===== src/rtl/multiplier_pkg.sv =====
// Shared types and constants for the Montgomery batch scheduler.
package multiplier_pkg;

    localparam int DATA_LENGTH        = 32;
    localparam int TIMEOUT_CYCLES_DEF = 1024;
    localparam int TIMEOUT_W          = $clog2(TIMEOUT_CYCLES_DEF + 1);

    typedef enum logic [2:0] {
        IDLE  = 3'd0,
        LOAD  = 3'd1,
        START = 3'd2,
        WAIT  = 3'd3,
        OUT   = 3'd4,
        DONE  = 3'd5,
        ERROR = 3'd6
    } sched_state_e;

endpackage


===== src/rtl/montgomery_batch_sched.sv =====
// Drives one Montgomery reduction core over a batch of operands, one operand in flight,
// emitting each result with its batch index and a last flag.
module montgomery_batch_sched
    import multiplier_pkg::*;
#(
    parameter int IDX_W          = 8,
    parameter int TIMEOUT_CYCLES = TIMEOUT_CYCLES_DEF
) (
    input  logic                   CLK_pci_sys_clk_p,
    input  logic                   rst_ni,
    input  logic [DATA_LENGTH-1:0] cfg_m_i,
    input  logic [DATA_LENGTH-1:0] cfg_minv_i,
    input  logic [DATA_LENGTH-1:0] cfg_m_bl_i,
    input  logic                   batch_start_i,
    input  logic [IDX_W-1:0]       batch_len_i,
    input  logic                   in_valid_i,
    output logic                   in_ready_o,
    input  logic [DATA_LENGTH-1:0] in_data_i,
    output logic                   out_valid_o,
    input  logic                   out_ready_i,
    output logic [DATA_LENGTH-1:0] out_data_o,
    output logic [IDX_W-1:0]       out_idx_o,
    output logic                   out_last_o,
    output logic                   busy_o,
    output logic                   batch_done_o,
    output logic                   timeout_o,
    output logic                   core_start_o,
    output logic [DATA_LENGTH-1:0] core_x_o,
    output logic [DATA_LENGTH-1:0] core_m_o,
    output logic [DATA_LENGTH-1:0] core_minv_o,
    output logic [DATA_LENGTH-1:0] core_m_bl_o,
    input  logic [DATA_LENGTH-1:0] core_result_i,
    input  logic                   core_valid_i,
    output sched_state_e           dbg_state_o
);

    // Both streams: a beat transfers on a rising edge where valid and ready are both
    // high; a producer holding valid keeps its data stable until that transfer.

    localparam int               CNT_W   = $clog2(TIMEOUT_CYCLES + 1);
    localparam logic [IDX_W-1:0] IDX_ONE = IDX_W'(1);

    sched_state_e           state_q, state_d;
    logic [IDX_W-1:0]       len_q, len_d, idx_q, idx_d;
    logic [CNT_W-1:0]       cnt_q, cnt_d;
    logic [DATA_LENGTH-1:0] x_q, x_d, m_q, m_d, minv_q, minv_d, mbl_q, mbl_d;
    logic [DATA_LENGTH-1:0] data_q, data_d;
    logic                   in_ready_q, in_ready_d, start_q, start_d;
    logic                   oval_q, oval_d, last_q, last_d;
    logic                   busy_q, busy_d, done_q, done_d, tout_q, tout_d;

    always_comb begin
        state_d = state_q;
        len_d   = len_q;
        idx_d   = idx_q;
        cnt_d   = cnt_q;
        x_d     = x_q;
        m_d     = m_q;
        minv_d  = minv_q;
        mbl_d   = mbl_q;
        data_d  = data_q;
        tout_d  = tout_q;
        unique case (state_q)
            IDLE, ERROR: begin
                if (batch_start_i) begin
                    m_d     = cfg_m_i;
                    minv_d  = cfg_minv_i;
                    mbl_d   = cfg_m_bl_i;
                    len_d   = batch_len_i;
                    idx_d   = '0;
                    tout_d  = 1'b0;
                    state_d = (batch_len_i == '0) ? DONE : LOAD;
                end
            end
            LOAD: begin
                if (in_valid_i && in_ready_q) begin
                    x_d     = in_data_i;
                    state_d = START;
                end
            end
            START: begin
                // cnt counts cycles elapsed since the start pulse
                cnt_d   = CNT_W'(1);
                state_d = WAIT;
            end
            WAIT: begin
                if (core_valid_i) begin
                    data_d  = core_result_i;
                    state_d = OUT;
                end else if (cnt_q == CNT_W'(TIMEOUT_CYCLES - 1)) begin
                    tout_d  = 1'b1;
                    state_d = ERROR;
                end else begin
                    cnt_d = cnt_q + CNT_W'(1);
                end
            end
            OUT: begin
                if (out_ready_i) begin
                    idx_d   = idx_q + IDX_ONE;
                    state_d = (idx_q == len_q - IDX_ONE) ? DONE : LOAD;
                end
            end
            DONE:    state_d = IDLE;
            default: state_d = IDLE;
        endcase
        in_ready_d = (state_d == LOAD);
        start_d    = (state_d == START);
        oval_d     = (state_d == OUT);
        last_d     = (state_d == OUT) && (idx_d == len_q - IDX_ONE);
        busy_d     = (state_d != IDLE);
        done_d     = (state_d == DONE);
    end

    always_ff @(posedge CLK_pci_sys_clk_p or negedge rst_ni) begin
        if (!rst_ni) begin
            state_q    <= IDLE;
            len_q      <= '0;
            idx_q      <= '0;
            cnt_q      <= '0;
            x_q        <= '0;
            m_q        <= '0;
            minv_q     <= '0;
            mbl_q      <= '0;
            data_q     <= '0;
            in_ready_q <= 1'b0;
            start_q    <= 1'b0;
            oval_q     <= 1'b0;
            last_q     <= 1'b0;
            busy_q     <= 1'b0;
            done_q     <= 1'b0;
            tout_q     <= 1'b0;
        end else begin
            state_q    <= state_d;
            len_q      <= len_d;
            idx_q      <= idx_d;
            cnt_q      <= cnt_d;
            x_q        <= x_d;
            m_q        <= m_d;
            minv_q     <= minv_d;
            mbl_q      <= mbl_d;
            data_q     <= data_d;
            in_ready_q <= in_ready_d;
            start_q    <= start_d;
            oval_q     <= oval_d;
            last_q     <= last_d;
            busy_q     <= busy_d;
            done_q     <= done_d;
            tout_q     <= tout_d;
        end
    end

    assign in_ready_o   = in_ready_q;
    assign out_valid_o  = oval_q;
    assign out_data_o   = data_q;
    assign out_idx_o    = idx_q;
    assign out_last_o   = last_q;
    assign busy_o       = busy_q;
    assign batch_done_o = done_q;
    assign timeout_o    = tout_q;
    assign core_start_o = start_q;
    assign core_x_o     = x_q;
    assign core_m_o     = m_q;
    assign core_minv_o  = minv_q;
    assign core_m_bl_o  = mbl_q;
    assign dbg_state_o  = state_q;

endmodule


===== config.mk =====
export PLATFORM = sky130hd
export DESIGN_NAME = montgomery_batch_sched
export DESIGN_NICKNAME = d
export VERILOG_FILES = /design/src/rtl/multiplier_pkg.sv /design/src/rtl/montgomery_batch_sched.sv
export SDC_FILE = /design/constraint.sdc
export NUM_CORES = 1
export LEC_CHECK = 0
export CORE_AREA = 2 2 138 140
export CTS_BUF_LIST = sky130_fd_sc_hd__clkbuf_8
export CTS_CLUSTER_DIAMETER = 100
export DETAILED_ROUTE_END_ITERATION = 10
export DIE_AREA = 0 0 140 142
export HOLD_SLACK_MARGIN = 0.03
export PLACE_DENSITY = 0.83
export SLEW_MARGIN = 30
export SYNTH_ARGS = -nofsm -noshare
export SYNTH_HDL_FRONTEND = slang
export SYNTH_SLANG_ARGS = --single-unit

===== constraint.sdc =====
create_clock -name CLK_pci_sys_clk_p -period 4.3 [get_ports CLK_pci_sys_clk_p]
set_input_delay 0.645 -clock CLK_pci_sys_clk_p [delete_from_list [all_inputs] [get_ports CLK_pci_sys_clk_p]]
set_output_delay 0.645 -clock CLK_pci_sys_clk_p [all_outputs]
set_load 0.005 [all_outputs]

==> flow_metrics.env <==
export IMPL_synthTopCellsByCount="dfrtp_1 (197), mux2_2 (167), nor2_1 (19), buf_2 (16)"
export IMPL_cts_tree="done"
export IMPL_num_rows=50
export IMPL_die_width_um=140
export IMPL_max_slew_margin_rel=0.552
export IMPL_avgSynthCellArea_um2=14.6
export IMPL_cpPeakStageDelay_ns=0.65
export IMPL_avgRoutedWirePerCell_um=18.1
export IMPL_violations="design-rule violations"
export IMPL_min_path_type="input pin to asynchronous set/reset pin"
export IMPL_use_met2=0.356
export IMPL_antenna_cells=0
export IMPL_dr_total_vias=5749
export IMPL_status="finished with violations"
export IMPL_vias_per_cell=5.01
export IMPL_holdBufCountCts=0
export IMPL_worst_path_max_fanout=18
export IMPL_critPathSlowestCell="nor3b_2"
export IMPL_synth_distinct_cells=50
export IMPL_cts_setup_buffers=0
export IMPL_ys_dominant_reg_cell="dfrtp_1"
export IMPL_die_h_um=142
export IMPL_stdcell_area_mm2=0.0122
export IMPL_cp_cell_sequence="nor3b_2, o211ai_1, a2111oi_0, nand2_1, o41ai_2, nor2b_1"
export IMPL_slew_violations=0
export IMPL_syn_num_nets=726
export IMPL_cap_violations=0
export IMPL_p_int_mw=5.60
export IMPL_synth_area_leaders="dfrtp_1 (62%), mux2_2 (24%), xnor2_1 (1.6%)"
export IMPL_synth_largest_area_cell="dfrtp_1"
export IMPL_core_area_mm2=0.0185
export IMPL_layout_nets=1078
export IMPL_instances_no_fill=1148
export IMPL_synth_top_family_by_area="multiplexers"
export IMPL_cp_end_kind="flop"
export IMPL_synth_edf_count=0
export IMPL_grt_pass1_wl_um=32300
export IMPL_synth_xor_area_frac=0.0329
export IMPL_portBuffers=351
export IMPL_synth_simple_area_share=0.0566
export IMPL_first_iter_violations=192
export IMPL_ys_seq_area_frac=0.616
export IMPL_firstDrtPassIters=8
export IMPL_first_global_vias=5962
export IMPL_async_flop_share=1.00
export IMPL_hold_violations=0
export IMPL_cts_buffers_inserted=17
export IMPL_clk_latency_ns=0.46
export IMPL_die_area_mm2=0.0199
export IMPL_dp_cells=1115
export IMPL_p_clk_frac=0.140
export IMPL_grt_max_degree=108
export IMPL_seq_power_share=0.404
export IMPL_yosysMostFrequentCell="dfrtp_1"
export IMPL_hpwl_um=15500
export IMPL_cts_max_path_buffers=2
export IMPL_required_ns=4.68
export IMPL_path_buf_inv=0
export IMPL_startpoint_type="flop"
export IMPL_setup_tns_ns=0
export IMPL_finalWeightedCongestion=0.809
export IMPL_synth_compound_area_frac=0.0338
export IMPL_antenna_left=0
export IMPL_grt_overflow=0
export IMPL_ys_ff_latch=197
export IMPL_placed_cell_area_mm2=0.0118
export IMPL_period_minus_slack_ns=2.57
export IMPL_start_util=0.433
export IMPL_powerDensity_mw_per_mm2=660
export IMPL_synth_area_mm2=0.00800
export IMPL_syn_to_final_growth_pct=52.0
export IMPL_netlist_instances=549
export IMPL_yosys_warnings=0
export IMPL_critPathKind="flop to flop"
export IMPL_rsz0062_at_grt="false"
export IMPL_layout_drive_gt1_share=0.232
export IMPL_swShare=0.301
export IMPL_busiest_layer="met2"
export IMPL_synth_mux_area_frac=0.238
export IMPL_routed_wirelength_um=20800
export IMPL_crit_family="simple AND/OR/NAND/NOR gates"
export IMPL_clock_skew_ns=0.0127
export IMPL_met3_usage=0.0734
export IMPL_setup_viol=0
export IMPL_io_pins=352
export IMPL_finalCritPeriodShare=0.597
export IMPL_ir_drop_mv=0.343
export IMPL_grt_total_usage=0.209
export IMPL_cts_reportedPaths_clkPinSlew_ns=0.10
export IMPL_comb_power_share=0.457
export IMPL_grt_met1_usage=0.242
export IMPL_antenna_found_initial=0
export IMPL_holdWs_ns=0.0909
export IMPL_drc=8
export IMPL_h_tree_depth=4
export IMPL_leakage_nw=4.97
export IMPL_synth_top_area_frac=0.616
export IMPL_worst_pin_slew_ns=0.669
export IMPL_synthAdderAreaFrac=0.00469
export IMPL_critPathArrivalTime_ns=2.95
export IMPL_p_switching_mw=2.41
export IMPL_cts_sinks=197
export IMPL_cts_root_buf="clkbuf_8"
export IMPL_cts_resized=0
export IMPL_fmax_mhz=390
-- logic make-up (layout without fill, tap and decap cells) --
| kind of cell | Yosys count | after routing |
|---|---|---|
| simple gates | 84 | 84 |
| mux | 169 | 169 |
| fa+ha+maj | 3 | 3 |
| flops | 197 | 197 |
| buf+inv | 31 | 396 |
| compound gates | 35 | 35 |
| xor+xnor | 30 | 30 |
-- through the flow --
stage           util  total power, mW  worst slack, ns
4_1_cts        0.657             8.11             1.76
3_3_place_gp   0.637             6.86             1.63
6_report       0.659             8.02             1.73
5_1_grt        0.659             8.50             1.51
3_5_place_dp   0.637             6.96             1.51
2_1_floorplan      -             4.75             2.28
-- power groups by stage --
stage	sequential, mW	combinational, mW	clock [mW]
finish	3.23	3.66	1.12
global placement	3.22	3.64	0
CTS	3.24	3.71	1.16
detailed placement	3.27	3.69	0
floorplan	3.25	1.49	0
global route	3.36	3.91	1.24
-- layout make-up --
class	count	area (um2)
clock buffers	19	262
clock inverters	13	98.8
fillers	1395	6300
inverters	7	26.3
multi-input cells	321	2940
flip-flops and latches	197	4930
well taps	234	293
repair buffers	357	3610
-- sequential cells by signal, indices dropped and copies added (netlist names) --
register	cells
out_valid_o	1
out_idx_o	8
timeout_o	1
dbg_state_o	3
busy_o	1
core_m_o	32
batch_done_o	1
len_q	8
core_m_bl_o	32
out_last_o	1
in_ready_o	1
core_start_o	1
core_minv_o	32
cnt_q	11
out_data_o	32
core_x_o	32
-- placed cells by master (no fill, tap or decap), types with 9 or more instances in the layout --
cell type	n
clkdlybuf4s50_1	350
dfrtp_1	197
mux2_2	167
clkbuf_8	20
nor2_1	19
nand2_1	15
xor2_1	15
xnor2_1	15
nand3_1	12
inv_1	9
-- worst paths after layout --
kind / startpoint / slack [ns] / endpoint / cells after the start
setup / recovery: dbg_state_o[0] / 1.73 / batch_done_o / 6
hold / removal: rst_ni / 0.09 / core_minv_o[25] / 1
setup reg to reg: dbg_state_o[0] / 1.73 / batch_done_o / 6
hold reg to reg: out_data_o[29] / 0.51 / out_data_o[29] / 1
max in group asynchronous: rst_ni / 3.13 / out_data_o[6] / 3
min in group CLK_pci_sys_clk_p: out_data_o[29] / 0.51 / out_data_o[29] / 1
-- per-layer routing --
layer | share of wire | vias up
met4 | 0.029 | 0
met1 | 0.38 | 2850
met5 | 0 | -
li1 | - | 2659
met2 | 0.51 | 202
met3 | 0.078 | 38
No activity file was read; power rests on OpenSTA's default activity.
